==> src/rtl/mem_port_arbiter.sv <==
// ---------------------------------------------------------------------------
// mem_port_arbiter
//
// Shares the single backing-memory line-fill port between the instruction
// cache miss path (fetch, "i") and the data cache miss path (load, "d").
// One fill is in flight at a time. Load normally wins. A streak counter
// limits how many consecutive unmerged load grants may pass a waiting
// fetch. When both caches miss on the same 4-word line, one memory
// transaction answers both of them.
//
// Ports
//   clk, rst_n        clock (rising edge) and asynchronous active-low reset
//   iReq / iAddr      fetch line-fill request (level) and word address
//   iReady / iData    one-cycle completion pulse and line returned to fetch
//   dReq / dAddr      load line-fill request (level) and word address
//   dReady / dData    one-cycle completion pulse and line returned to load
//   memReq / memAddr  memory transaction request (level), line-aligned address
//   memReady/memData  memory completion pulse and line from memory
//   busy              high whenever a transaction is in progress
//   owner             current grant: 0 = load, 1 = fetch (0 when idle)
// ---------------------------------------------------------------------------
module mem_port_arbiter #(
  parameter int ADDR_W      = 16,
  parameter int DATA_W      = 64,
  parameter int MAX_DSTREAK = 4
) (
  input  logic              clk,
  input  logic              rst_n,
  // fetch side
  input  logic              iReq,
  input  logic [ADDR_W-1:0] iAddr,
  output logic              iReady,
  output logic [DATA_W-1:0] iData,
  // load side
  input  logic              dReq,
  input  logic [ADDR_W-1:0] dAddr,
  output logic              dReady,
  output logic [DATA_W-1:0] dData,
  // memory side
  output logic              memReq,
  output logic [ADDR_W-1:0] memAddr,
  input  logic              memReady,
  input  logic [DATA_W-1:0] memData,
  // status
  output logic              busy,
  output logic              owner
);

  localparam int STREAK_W = $clog2(MAX_DSTREAK + 1);
  localparam logic [STREAK_W-1:0] STREAK_MAX = STREAK_W'(MAX_DSTREAK);

  typedef enum logic [1:0] {
    ST_IDLE = 2'd0,
    ST_WAIT = 2'd1,
    ST_RESP = 2'd2
  } state_e;

  typedef enum logic {
    OWN_LOAD  = 1'b0,
    OWN_FETCH = 1'b1
  } owner_e;

  state_e              state_q,  state_d;
  owner_e              owner_q,  owner_d;
  logic                merge_q,  merge_d;
  logic [ADDR_W-3:0]   line_q,   line_d;
  logic [STREAK_W-1:0] streak_q, streak_d;
  logic [DATA_W-1:0]   i_data_q, i_data_d;
  logic [DATA_W-1:0]   d_data_q, d_data_d;

  // Line number of each requester (word address without the word-in-line bits)
  logic [ADDR_W-3:0] i_line;
  logic [ADDR_W-3:0] d_line;
  logic              grant_fetch;
  logic              same_line;

  assign i_line = iAddr[ADDR_W-1:2];
  assign d_line = dAddr[ADDR_W-1:2];

  // The word-in-line bits never matter: the memory always moves a whole line.
  logic unused_addr_bits;
  assign unused_addr_bits = ^{iAddr[1:0], dAddr[1:0]};

  // Fetch wins only when load is absent or load has used up its streak.
  assign grant_fetch = iReq && (!dReq || (streak_q == STREAK_MAX));
  assign same_line   = iReq && dReq && (i_line == d_line);

  // -------------------------------------------------------------------------
  // Next-state logic
  // -------------------------------------------------------------------------
  always_comb begin
    // NOTE: every signal written here gets its hold value first, so no path
    // through the case statement can leave one unassigned and infer a latch.
    state_d  = state_q;
    owner_d  = owner_q;
    merge_d  = merge_q;
    line_d   = line_q;
    streak_d = streak_q;
    i_data_d = i_data_q;
    d_data_d = d_data_q;

    unique case (state_q)
      ST_IDLE: begin
        if (iReq || dReq) begin
          owner_d = grant_fetch ? OWN_FETCH : OWN_LOAD;
          line_d  = grant_fetch ? i_line : d_line;
          merge_d = same_line;
          state_d = ST_WAIT;
        end
      end

      ST_WAIT: begin
        // Requester addresses are deliberately not looked at here: the line
        // was latched at grant time and memAddr must stay stable.
        if (memReady) begin
          if (owner_q == OWN_FETCH || merge_q) i_data_d = memData;
          if (owner_q == OWN_LOAD  || merge_q) d_data_d = memData;
          state_d = ST_RESP;
        end
      end

      ST_RESP: begin
        // Only an unmerged load grant counts against a waiting fetch; any
        // grant that also served fetch clears the streak.
        if (owner_q == OWN_LOAD && !merge_q) begin
          streak_d = (streak_q == STREAK_MAX) ? streak_q
                                               : streak_q + STREAK_W'(1);
        end else begin
          streak_d = '0;
        end
        owner_d = OWN_LOAD;
        merge_d = 1'b0;
        state_d = ST_IDLE;
      end

      default: state_d = ST_IDLE;
    endcase
  end

  // -------------------------------------------------------------------------
  // State registers
  // -------------------------------------------------------------------------
  always_ff @(posedge clk or negedge rst_n) begin
    // NOTE: state is updated with non-blocking assignments so that every
    // register samples the pre-edge values of the others.
    if (!rst_n) begin
      state_q  <= ST_IDLE;
      owner_q  <= OWN_LOAD;
      merge_q  <= 1'b0;
      line_q   <= '0;
      streak_q <= '0;
      // NOTE: the line data registers are reset too, so iData/dData read as
      // zero before the first fill instead of carrying X into the caches.
      i_data_q <= '0;
      d_data_q <= '0;
    end else begin
      state_q  <= state_d;
      owner_q  <= owner_d;
      merge_q  <= merge_d;
      line_q   <= line_d;
      streak_q <= streak_d;
      i_data_q <= i_data_d;
      d_data_q <= d_data_d;
    end
  end

  // -------------------------------------------------------------------------
  // Outputs: all derived from registers, so they glitch-free follow the state
  // and memReq drops at once on an asynchronous reset.
  // -------------------------------------------------------------------------
  assign memReq  = (state_q == ST_WAIT);
  assign memAddr = {line_q, 2'b00};
  assign iReady  = (state_q == ST_RESP) && (owner_q == OWN_FETCH || merge_q);
  assign dReady  = (state_q == ST_RESP) && (owner_q == OWN_LOAD  || merge_q);
  assign iData   = i_data_q;
  assign dData   = d_data_q;
  assign busy    = (state_q != ST_IDLE);
  assign owner   = owner_q;

endmodule

==> config.mk <==
export PLATFORM = sky130hd
export DESIGN_NAME = mem_port_arbiter
export DESIGN_NICKNAME = d
export VERILOG_FILES = /design/src/rtl/mem_port_arbiter.sv
export SDC_FILE = /design/constraint.sdc
export NUM_CORES = 1
export LEC_CHECK = 0
export ABC_AREA = 0
export CAP_MARGIN = 30
export CORE_MARGIN = 3
export CORE_UTILIZATION = 40
export CTS_CLUSTER_DIAMETER = 150
export DETAILED_ROUTE_END_ITERATION = 8
export PLACE_DENSITY_LB_ADDON = 0.25
export SYNTH_ARGS = -nofsm -noshare
export SYNTH_HDL_FRONTEND = slang
export SYNTH_SLANG_ARGS = --single-unit
==> constraint.sdc <==
create_clock -name clk -period 1.5 [get_ports clk]
set_clock_uncertainty 0.15 [all_clocks]
set_input_delay 0.15 -clock clk [delete_from_list [all_inputs] [get_ports clk]]
set_output_delay 0.15 -clock clk [all_outputs]
set_load 0.05 [all_outputs]
; ---- After elaboration in Yosys (flattened, before gate mapping)
; Index checks and enable logic that the tools add are counted.
[classes]
n_addsub = 1
n_eq_ne = 7
n_mux = 11
bitwise_logic = 1
reduce_logical = 21
[op_table]
columns = op, count
row1 = == test 14 bit, 1
row2 = 2-to-1 mux 14 bit, 1
row3 = AND reduction 2 bit, 4
row4 = logical AND 1 bit, 6
row5 = 2-to-1 mux 3 bit, 2
row6 = AND reduction 3 bit, 2
row7 = logical OR 1 bit, 4
row8 = 2-to-1 mux 2 bit, 2
row9 = != test 2 bit (second input constant), 2
row10 = one-hot mux 1 bit (2 select lines), 2
row11 = one-hot mux 2 bit (2 select lines), 1
row12 = nonzero test 2 bit, 2
row13 = adder 3 x 1 -> 3 bit (second input constant), 1
row14 = == test 3 bit (second input constant), 1
row15 = 2-to-1 mux 1 bit, 3
row16 = == test 2 x 1 -> 1 bit (second input constant), 1
row17 = == test 2 bit (second input constant), 1
row18 = logical NOT 1 bit, 2
row19 = logical NOT 2 bit, 1
row20 = != test 2 x 1 -> 1 bit (second input constant), 1
row21 = inverter 1 bit, 1
[totals]
ff_bits = 149
output_inout_bits = 149
wordCells = 48

; ---- Longest topological paths before layout
; Gate-level depths: netlist of the first run.
[depth]
depth_word = 6
mapped_depth = 8

; ---- Least setup slack after synthesis of the first run
; OpenSTA, ideal clock, no wires.
[synth_timing]
kind = flip-flop to flip-flop
start = register state_q[1]
end = register i_data_q[0] (netlist: iData[0])
arrival_time_ns = 1.607
slack_ns = -0.382
path_stages_with_launch = 7
n_path_buf = 1
cell_sequence = dfrtp_1 -> nand2b_1 -> inv_2 -> nand2_4 -> nor2_8 -> buf_12 -> mux2_4
[synth_between]
elab_chain_cells = 2
[synth_rtl]
columns = item, line
row1 = start: declaration, 63  ; state_e state_q, state_d;
row2 = start signal: assignment, 157  ; state_q <= state_d;
row3 = == test 2 x 1 -> 1 bit, n/a
row4 = named net memReq, 40  ; output logic memReq,
row5 = AND reduction 3 bit (no source line), n/a
row6 = end signal: assignment, 162  ; i_data_q <= i_data_d;
row7 = end: declaration, 68  ; logic [DATA_W-1:0] i_data_q, i_data_d;
; The timed path passes the listed nets, and every way through them passes these cells.
; A chain may end at the register's enable or synchronous reset.

; ---- Worst setup path in the final report of the first run
[layout_timing]
start = register state_q[0]
end = register d_data_q[16] (netlist: dData[16])
[layout_between]
elab_chain_cells = 2
[layout_rtl]
columns = item, line
row1 = == test 2 x 1 -> 1 bit, 102  ; unique case (state_q)
row2 = AND reduction 3 bit (no source line), n/a
row3 = end signal: assignment, 163  ; d_data_q <= d_data_d;
row4 = end: declaration, 69  ; logic [DATA_W-1:0] d_data_q, d_data_d;
; No other way between the ends.

==> metrics.md, run 1 <==
| Metric | Value |
|---|---|
| Outcome | finished with violations |
| Failing checks | setup timing |
| Worst Setup End Kind | flop |
| Initial Util | 0.410 |
| Final HPWL DP | 13100 µm |
| Startpoint types | flop |
| Peak supply drop | 0.00163 V |
| Final WS setup | -305 ps |
| Gp weighted congestion | 0.753 |
| Pin count of the biggest net entering global routing | 54 |
| Final Hold Fails | 0 |
| ANT cells | 0 |
| Top cells by count, synth | dfrtp_1 (149), mux2_4 (120), nand2_1 (18), o21ai_0 (18), mux2i_1 (14) |
| # nets final | 797 |
| Initial antenna violation count | 0 |
| Crit path DAT | 1950 ps |
| Cells after Synth | 394 |
| Row Count | 46 |
| Flop pwr share | 0.243 |
| # setup viols final | 147 |
| Internal power | 20.4 mW |
| CP cell instances | buf_4 > nand2b_4 > inv_8 > nand2_8 > nor2_8 > buf_12 > buf_12 > mux2_4 |
| Clock buffer depth | 2 |
| Ports | 250 |
| Post-synth ARST share | 1.00 |
| Max cap viols | 0 |
| Total negative slack | -30290 ps |
| H-Tree Depth | 4 |
| Crit path required time | 1650 ps |
| Root Driver | clkbuf_16 |
| Synth Flop Type | dfrtp_1 |
| I/O Buffers | 243 |
| Worst R2R End | dData[16] |
| Die width | 134 µm |
| Top cell type by total area after synthesis | dfrtp_1 |
| CP max FO | 8 |
| Reg2reg path depth | 8 |
| EDFF count, synth | 0 |
| Slowest CP cell | dfrtp_1 |
| CTS buffer count | 17 |
| FF+latch count, synth | 149 |
| Via count | 4462 |
| HP Class | in2async |
| Flop-to-flop setup slack | -300 ps |
| RSZ-0062 raised after global routing | yes |
| Count of cell types in the netlist | 32 |
| Setup Crit Path Kind | reg2reg |
| Non-filler cells, final | 922 |
| Sink Count | 149 |
| Synth area leaders | dfrtp_1 (57%), mux2_4 (27%), buf_12 (3.7%) |
| Crit path from | state_q[0] |
| Switching share of total power | 0.415 |
| Tmin final | 1800 ps |
| Fin crit share | 1.20 |
| CTS tree | built |
| # DRC | 0 |
| Hold_ws | 46.8 ps |
| Routed vias/inst | 4.84 |
| Drt pass-1 iters | 4 |
| Max Clk Rate | 554 MHz |
| Pins Over Slew Limit | 0 |
| Worst-Skew Late Latency | 410 ps |
| Combinational share of power | 0.629 |
| Layout cells sized above 1 | 0.540 |
| Synth Warn # | 0 |
| Switching pwr | 14.4 mW |
| Synthesized area per cell | 16.7 µm² |
| First-pass GRT wire length | 29600 µm |
| Pleak | 5.47 nW |
| Slowest stage delay, CP | 360 ps |
| Initial DRC Count | 237 |
| CP endpoint | dData[16] |
| Fillers | 924 |
| Reg clk slew, reported paths | 60 ps |
| WL per Instance | 21.3 µm |
| Leading cell type by number of instances after synthesis | dfrtp_1 |
| Top-area cell type share of the netlist area | 0.568 |
| Post-Syn Area | 0.00657 mm² |
| All-Layer GR Usage | 0.215 |
| Die area | 0.0180 mm² |
| Vias in the first global route | 4869 |
| Seq/Total Area, Yosys | 0.568 |
| Post-Route WL | 19600 µm |
| Total global routing overflow | 0 |
| Most frequent CP cell | buf_12 |
| Die Y | 134 µm |
| Clock power frac | 0.128 |
| Placeable Area | 0.0160 mm² |
| Area delta synth->final | 83.5% |
| ANT nets after route | 0 |
| PwrDens | 2890 mW/mm² |
| DP Cell Count | 865 |
| Worst R2R Start | state_q[0] |
area by class of cell:
class	count	area, µm²	area share
clock buffers	19	453	0.0376
multi-input cells	221	2620	0.218
repair buffers	299	4770	0.396
inverters	6	30.0	0.00249
well taps	216	270	0.0224
clock inverters	12	169	0.0140
flip-flops and latches	149	3730	0.310
power by group through the flow:
stage | registers, mW | clock network (mW) | logic (mW)
finish | 8.46 | 4.45 | 21.9
global route | 8.70 | 4.70 | 22.5
CTS | 8.44 | 4.55 | 21.6
detailed placement | 8.44 | 0 | 21.1
global placement | 8.31 | 0 | 20.9
floorplan | 14.0 | 0 | 4.49
worst min path at each step:
stage | start | to | slack, ps | cells after the start
2_1_floorplan | rst_n | dData[0] | -300 | 0
3_3_place_gp | rst_n | iData[32] | -140 | 1
3_5_place_dp | rst_n | iData[32] | -140 | 1
4_1_cts | rst_n | iData[36] | 2 | 2
5_1_grt | rst_n | dData[32] | 40 | 2
6_report | rst_n | dData[24] | 50 | 2
registers in the layout, indices dropped and copies added (netlist names):
name,count
dData,64
iData,64
line_q,14
merge_q,1
owner,1
state_q,2
streak_q,3
per-layer routing:
metal  GRT usage  vias up  part of all wire
li1            -     1978                 -
met1       0.266     2255              0.40
met2       0.359      198              0.50
met3      0.0739       31             0.073
met4      0.0662        0             0.022
met5           0        -                 0
logic make-up after synthesis:
| family | Yosys count | share of synthesized area |
|---|---|---|
| other cells | 1 | 0.000571 |
| mux | 142 | 0.310 |
| flops | 149 | 0.568 |
| compound gates | 25 | 0.0215 |
| buf+inv | 25 | 0.0463 |
| fa+ha+maj | 2 | 0.00381 |
| xor+xnor | 14 | 0.0187 |
| simple gates | 36 | 0.0316 |
through the flow:
stage | total power, mW | cell area [µm²] | util | setup WS (ps)
after floorplan | 18.5 | 6630 | - | -240
after global placement | 29.2 | 10900 | 0.679 | -377
after detailed placement | 29.6 | 10900 | 0.679 | -429
after CTS | 34.6 | 11800 | 0.739 | -320
after global routing | 35.9 | 12000 | 0.753 | -361
final | 34.8 | 12000 | 0.753 | -305
placed cells by master (no fill, tap or decap), types with 4 or more instances in the layout:
master / n
o21ai_1: 17
dfrtp_1: 148
xnor2_1: 9
nand2_1: 17
mux2i_1: 13
buf_12: 161
xor2_1: 5
clkbuf_16: 22
buf_16: 6
buf_6: 8
clkdlybuf4s50_1: 95
mux2_2: 4
mux2_4: 124
buf_4: 21
repair_timing:
item	CTS	global route
buffers inserted	9	4
cloned	7	6
hold endpoints to repair	149	0
setup endpoints to repair	148	151
hold buffers	1	0
resized for setup	20	13
pin swaps	4	5
worst max-delay path: cells and delay by family, from the launching register on:
kind	cells	cell delay, ps
and+or+nand+nor	3	320
buffers and inverters	4	520
muxes	1	310
DFF	1	360
Power figures use the tool's default switching activity.
==> run 2, diff against run 1 <==
--- a/config.mk
+++ b/config.mk
@@ -7,8 +7,9 @@
 export LEC_CHECK = 0
 export ABC_AREA = 0
 export CAP_MARGIN = 30
-export CORE_MARGIN = 3
-export CORE_UTILIZATION = 40
+export CELL_PAD_IN_SITES_DETAIL_PLACEMENT = 0
+export CELL_PAD_IN_SITES_GLOBAL_PLACEMENT = 1
+export CORE_UTILIZATION = 32
 export CTS_CLUSTER_DIAMETER = 150
 export DETAILED_ROUTE_END_ITERATION = 8
 export PLACE_DENSITY_LB_ADDON = 0.25
==> run 2 against run 1 <==
- the run still ends with setup timing left
- utilization is 15 points lower
- register-to-register slack hardly changed
- non-clock buffer count is 3 higher
- first-iteration DRC count is 29% lower
- critical path depth is 4 lower
- clock-buffer cell count is 1 higher
- design area is 1.5% higher
- die area is 17% higher
- hold slack worse by 10 ps
- clock power is 2% higher
- power is 0.56% higher
==> metrics.md, run 2 (same netlist as run 1, synthesis figures left out) <==
| Metric | Value |
|---|---|
| Initial DRC Count | 169 (-29%) |
| Area delta synth->final | 86.3% |
| Flop-to-flop setup slack | -290 ps (about the same) |
| Root Driver | clkbuf_16 |
| Startpoint types | flop |
| Initial antenna violation count | 0 (unchanged) |
| Row Count | 52 (+13%) |
| Setup Crit Path Kind | reg2out |
| Die width | 145 µm (+8.3%) |
| Fin crit share | 1.19 (-0.00976) |
| Sink Count | 149 (unchanged) |
| I/O Buffers | 243 (unchanged) |
| Drt pass-1 iters | 4 (unchanged) |
| Hold_ws | 36.7 ps (-10.1 ps) |
| HP Class | in2async |
| Crit path DAT | 1490 ps (-460 ps) |
| Peak supply drop | 0.00128 V (-21%) |
| Busiest grt layer | met2 |
| Post-Route WL | 18400 µm (-6.2%) |
| Pins Over Slew Limit | 0 (unchanged) |
| # setup viols final | 133 (-9.5%) |
| All-Layer GR Usage | 0.169 (-0.0464) |
| Layout cells sized above 1 | 0.572 (+0.0322) |
| Worst-Skew Late Latency | 420 ps (about the same) |
| Routed vias/inst | 4.42 (-8.8%) |
| Gp weighted congestion | 0.761 (+1.1%) |
| Non-filler cells, final | 980 (+6.3%) |
| Fillers | 1484 (+61%) |
| Commonest non-fill, non-tap cells in the layout | buf_12 (159), dfrtp_1 (147), mux2_4 (128), clkdlybuf4s50_1 (95), clkbuf_16 (25) |
| ANT cells | 0 (unchanged) |
| WL per Instance | 18.8 µm (-12%) |
| CTS tree | built |
| # nets final | 801 (+0.50%) |
| H-Tree Depth | 4 (unchanged) |
| Final Hold Fails | 0 (unchanged) |
| Max Clk Rate | 559 MHz (+0.82%) |
| Clock power frac | 0.130 (+0.002) |
| Switching pwr | 14.3 mW (-0.63%) |
| Pleak | 5.51 nW (+0.71%) |
| CTS buffer count | 17 (unchanged) |
| Combinational share of power | 0.630 (about the same) |
| Die area | 0.0211 mm² (+17%) |
| Pin count of the biggest net entering global routing | 40 (-26%) |
| M1 GR Usage | 0.212 (-0.0546) |
| Met2 global-route usage | 0.280 (-0.0791) |
| PwrDens | 2860 mW/mm² (-0.95%) |
| # DRC | 0 (unchanged) |
| Most common cell after layout, fill and taps aside | buf_12 |
| Final HPWL DP | 12500 µm (-4.5%) |
| RSZ-0062 raised after global routing | yes |
| Crit path required time | 1200 ps (-450 ps) |
| Met3 Use GR | 0.0500 (-0.0239) |
| Initial Util | 0.325 (-0.0848) |
| Tmin final | 1790 ps (-14.6 ps) |
| DP Cell Count | 923 (+6.7%) |
| ANT nets after route | 0 (unchanged) |
| Internal power | 20.6 mW (+1.4%) |
| Vias in the first global route | 4800 (-1.4%) |
| Reg clk slew, reported paths | 60 ps (about the same) |
| Clock buffer depth | 2 (unchanged) |
| Switching share of total power | 0.410 (-0.00493) |
| First-pass GRT wire length | 27800 µm (-6.2%) |
| Placeable Area | 0.0202 mm² (+26%) |
| Max cap viols | 0 (unchanged) |
| Worst Setup End Kind | primary output |
| Via count | 4327 (-3.0%) |
| Flop pwr share | 0.240 (-0.003) |
| Outcome | finished with violations |
| CP max FO | 3 (-5) |
| Total global routing overflow | 0 (unchanged) |
| Final WS setup | -290 ps (+14.6 ps) |
| Ports | 250 (unchanged) |
| Die Y | 145 µm (+8.3%) |
| Failing checks | setup timing |
[run 2: changes by cell type in the layout (fill, tap and decap cells not counted), moves of 3 or more]
cell,delta
mux2_4,+4
nor2_2,-3
buf_4,-3
o21ai_1,-8
nor2_4,+4
mux2_2,-4
o21ai_2,+5
buf_6,+8
buf_16,-4
nand2_1,-12
nand2_2,+12
clkbuf_16,+3
[run 2: timing repair]
| item | 4_1_cts | 5_1_grt |
|---|---|---|
| pin swaps | 6 | 8 |
| gates cloned | 2 | 11 |
| gates resized for setup | 20 | 56 |
| setup endpoints to repair | 149 | 149 |
| endpoints found under the hold margin | 149 | 0 |
| hold buffers | 1 | 0 |
| setup buffers | 4 | 8 |
[run 2: path summary, 6_finish.rpt]
check / startpoint / endpoint / cells after the start
max reg2reg: state_q[1] / dData[55] / 7
min reg2reg: line_q[0] / line_q[0] / 2
min: rst_n / iData[30] / 2
min in group clk: memData[48] / iData[48] / 2
max in group asynchronous: rst_n / iData[56] / 3
max: state_q[0] / iReady / 4
[run 2: critical path: stages (launching register included)]
cell and delay [ps]:
dfrtp_1 390, buf_6 120, or2b_4 270, nor2_4 140
buf_12 140
[run 2: stage by stage]
step	utilization	total power, mW	instance area (µm²)	worst slack [ps]	setup TNS [ps]
after CTS	0.582	34.5	11700	-352	-38290
after detailed placement	0.544	29.5	11000	-414	-49670
after global placement	0.544	29.2	11000	-400	-48880
after global routing	0.606	36.2	12200	-340	-39930
after floorplan	-	18.5	6630	-240	-30510
final	0.606	35.0	12200	-290	-32490
[run 2: cell type report]
cell class                      instances  area, µm²  share of cell area
Timing Repair Buffer                  302       4760               0.389
Clock buffer                           20        447              0.0365
Multi-Input combinational cell        222       2750               0.225
Sequential cell                       149       3730               0.305
Clock inverter                         11        174              0.0142
Tap cell                              270        338              0.0276
Inverter                                6       30.0             0.00246
[run 2: power by group through the flow]
stage / sequential (mW) / clock, mW / combinational (mW)
after floorplan: 14.0 / 0 / 4.49
final: 8.40 / 4.53 / 22.0
after global placement: 8.33 / 0 / 20.9
after detailed placement: 8.41 / 0 / 21.1
after global routing: 8.65 / 4.81 / 22.7
after CTS: 8.39 / 4.64 / 21.4
[run 2: metal layers]
metal | wire length (µm) | up-vias
met5 | 0 | -
met4 | 169 | 0
met3 | 1070 | 17
met2 | 9010 | 168
met1 | 8160 | 2166
li1 | - | 1976
==> run 3, diff against run 2 <==
==> constraint.sdc (replaced) <==
create_clock -name clk -period 1.43 [get_ports clk]
set_clock_uncertainty 0.15 [all_clocks]
set_input_delay 0.143 -clock clk [delete_from_list [all_inputs] [get_ports clk]]
set_output_delay 0.143 -clock clk [all_outputs]
set_load 0.05 [all_outputs]
==> run 3 against run 2 <==
- die area is the same
- register-to-register slack lost 110 ps
- critical path type is now reg2reg
- largest power group unchanged
- clock-buffer cell count shrank 2
- critical endpoint is now dData[54]
- wire length is 1.5% higher
- first-iteration DRC count down 17%
- the flow still finishes with violations (setup timing)
==> metrics.md, run 3 (same netlist as run 1, synthesis figures left out) <==
| Metric | Value |
|---|---|
| Outcome | finished with violations |
| Failing checks | setup timing |
| Area delta synth->final | 86.8% |
| Layout cells sized above 1 | 0.579 (+0.00675) |
| Cell area after layout | 0.0123 mm² (+0.27%) |
| Final Hold Fails | 0 (unchanged) |
| Internal power | 21.2 mW (+2.8%) |
| Peak supply drop | 0.00152 V (+18%) |
| Placeable Area | 0.0202 mm² (unchanged) |
| Flop-to-flop setup slack | -400 ps (-110 ps) |
| Drt pass-1 iters | 6 (+2) |
| Gp weighted congestion | 0.745 (-2.2%) |
| CP endpoint | dData[54] |
| # setup viols final | 152 (+14%) |
| Clock power frac | 0.116 (-0.014) |
| Multi-input logic area | 0.00274 mm² (-0.50%) |
| Ports | 250 (unchanged) |
| Crit path from | state_q[1] |
| CTS tree | built |
| CTS buffer count | 17 (unchanged) |
| Routed vias/inst | 4.47 (+1.1%) |
| Max Clk Rate | 545 MHz |
| Via count | 4416 (+2.1%) |
| Die area | 0.0211 mm² (unchanged) |
| WL per Instance | 18.9 µm (+0.54%) |
| Final HPWL DP | 12600 µm (+0.82%) |
| Pin count of the biggest net entering global routing | 44 (+10%) |
| Worst R2R Start | state_q[1] |
| Worst-Skew Late Latency | 420 ps (about the same) |
| Fin crit share | 1.28 |
| First-pass GRT wire length | 28100 µm (+1.3%) |
| Final Power | 36.5 mW (+4.2%) |
| # DRC | 0 (unchanged) |
| Root Driver | clkbuf_16 |
| Post-Route WL | 18700 µm (+1.5%) |
| PwrDens | 2970 mW/mm² (+3.9%) |
| ANT cells | 0 (unchanged) |
| Fillers | 1502 (+1.2%) |
| Commonest non-fill, non-tap cells in the layout | buf_12 (157), dfrtp_1 (146), mux2_4 (127), clkdlybuf4s50_1 (95), clkbuf_16 (29) |
| Most common cell after layout, fill and taps aside | buf_12 |
| All-Layer GR Usage | 0.174 (+0.00477) |
| Worst Setup End Kind | flop |
| Switching pwr | 15.2 mW (+6.3%) |
| Sink Count | 149 (unchanged) |
| H-Tree Depth | 4 (unchanged) |
| Die Y | 145 µm (unchanged) |
| Clock buffer depth | 2 (unchanged) |
| Setup Crit Path Kind | reg2reg |
| Post-layout util | 0.608 (+0.00161) |
| RSZ-0062 raised after global routing | yes |
| Reg2reg path depth | 7 (unchanged) |
| Startpoint types | flop |
| Worst R2R End | dData[54] |
| ANT nets after route | 0 (unchanged) |
| Storage cell area | 0.00373 mm² (about the same) |
| Crit path required time | 1590 ps (+390 ps) |
| I/O Buffers | 243 (unchanged) |
| Row Count | 52 (unchanged) |
| Vias in the first global route | 4769 (-0.65%) |
| Reg clk slew, reported paths | 70 ps (about the same) |
| Initial Util | 0.325 (unchanged) |
| Switching share of total power | 0.418 (+0.00831) |
| Pins Over Slew Limit | 0 (unchanged) |
| Initial DRC Count | 140 (-17%) |
| Crit path DAT | 1990 ps (+500 ps) |
| Pleak | 5.53 nW (+0.37%) |
| Max cap viols | 0 (unchanged) |
| Final WS setup | -404 ps (-114 ps) |
| Total global routing overflow | 0 (unchanged) |
| HP Class | in2async |
| Dpl cell area | 0.0109 mm² (-0.87%) |
| Tmin final | 1830 ps |
| Flop pwr share | 0.242 (+0.002) |
| # nets final | 809 (+1.0%) |
| Combinational share of power | 0.643 (+0.013) |
| CP max FO | 10 (+7) |
| Initial antenna violation count | 0 (unchanged) |
| Die width | 145 µm (unchanged) |
run 3: area by class of cell:
cell class | count | area share
sequential | 149 | 0.304
inverter | 6 | 0.00265
clock buffer | 18 | 0.0358
clock inverter | 14 | 0.00959
timing repair buffer | 310 | 0.397
tap | 270 | 0.0276
multi-input combinational | 222 | 0.223
run 3: power by group through the flow:
stage	Combinational, mW	Sequential (mW)	Clock [mW]
final	23.4	8.81	4.22
after global routing	24.2	9.09	4.54
after CTS	22.6	8.80	4.31
after detailed placement	22.0	8.82	0
after global placement	21.8	8.73	0
after floorplan	4.73	14.7	0
run 3: critical path, stage by stage (launching register included):
cell	delay, ps
dfrtp_2	420
nand2b_4	170
inv_8	70
nand2_8	70
nor2_8	140
buf_12	170
clkbuf_16	200
mux2_4	300
run 3: how the worst min path moves through the flow:
stage,start,to,slack [ps],depth (start not counted)
after floorplan,rst_n,dData[0],-300,0
after global placement,rst_n,iData[30],-120,1
after detailed placement,rst_n,iData[30],-120,1
after CTS,rst_n,iData[30],3,2
after global routing,rst_n,iData[30],30,2
final,rst_n,iData[30],10,2
run 3: timing repair:
| item | 4_1_cts | 5_1_grt |
|---|---|---|
| setup endpoints to repair | 152 | 153 |
| hold buffers | 1 | 0 |
| buffers inserted | 14 | 13 |
| gates resized for setup | 35 | 40 |
| hold endpoints to repair | 149 | 0 |
| gates cloned | 3 | 13 |
| pin swaps | 12 | 5 |
run 3: layer usage:
layer | part of all wire | global-route usage | routed length (µm)
met1 | 0.44 | 0.224 | 8150
met2 | 0.49 | 0.280 | 9170
met3 | 0.059 | 0.0491 | 1100
met4 | 0.013 | 0.0595 | 247
met5 | 0 | 0 | 0
run 3: per-stage QoR:
stage | instances | TNS (ps) | setup WS (ps) | hold WS (ps)
detailed placement | 917 | -63020 | -506 | -120
finish | 989 | -47480 | -404 | 14.1
global route | 989 | -54590 | -443 | 31.7
CTS | 967 | -48950 | -417 | 3.06
floorplan | 395 | -40350 | -310 | -303
global placement | 917 | -58240 | -462 | -123
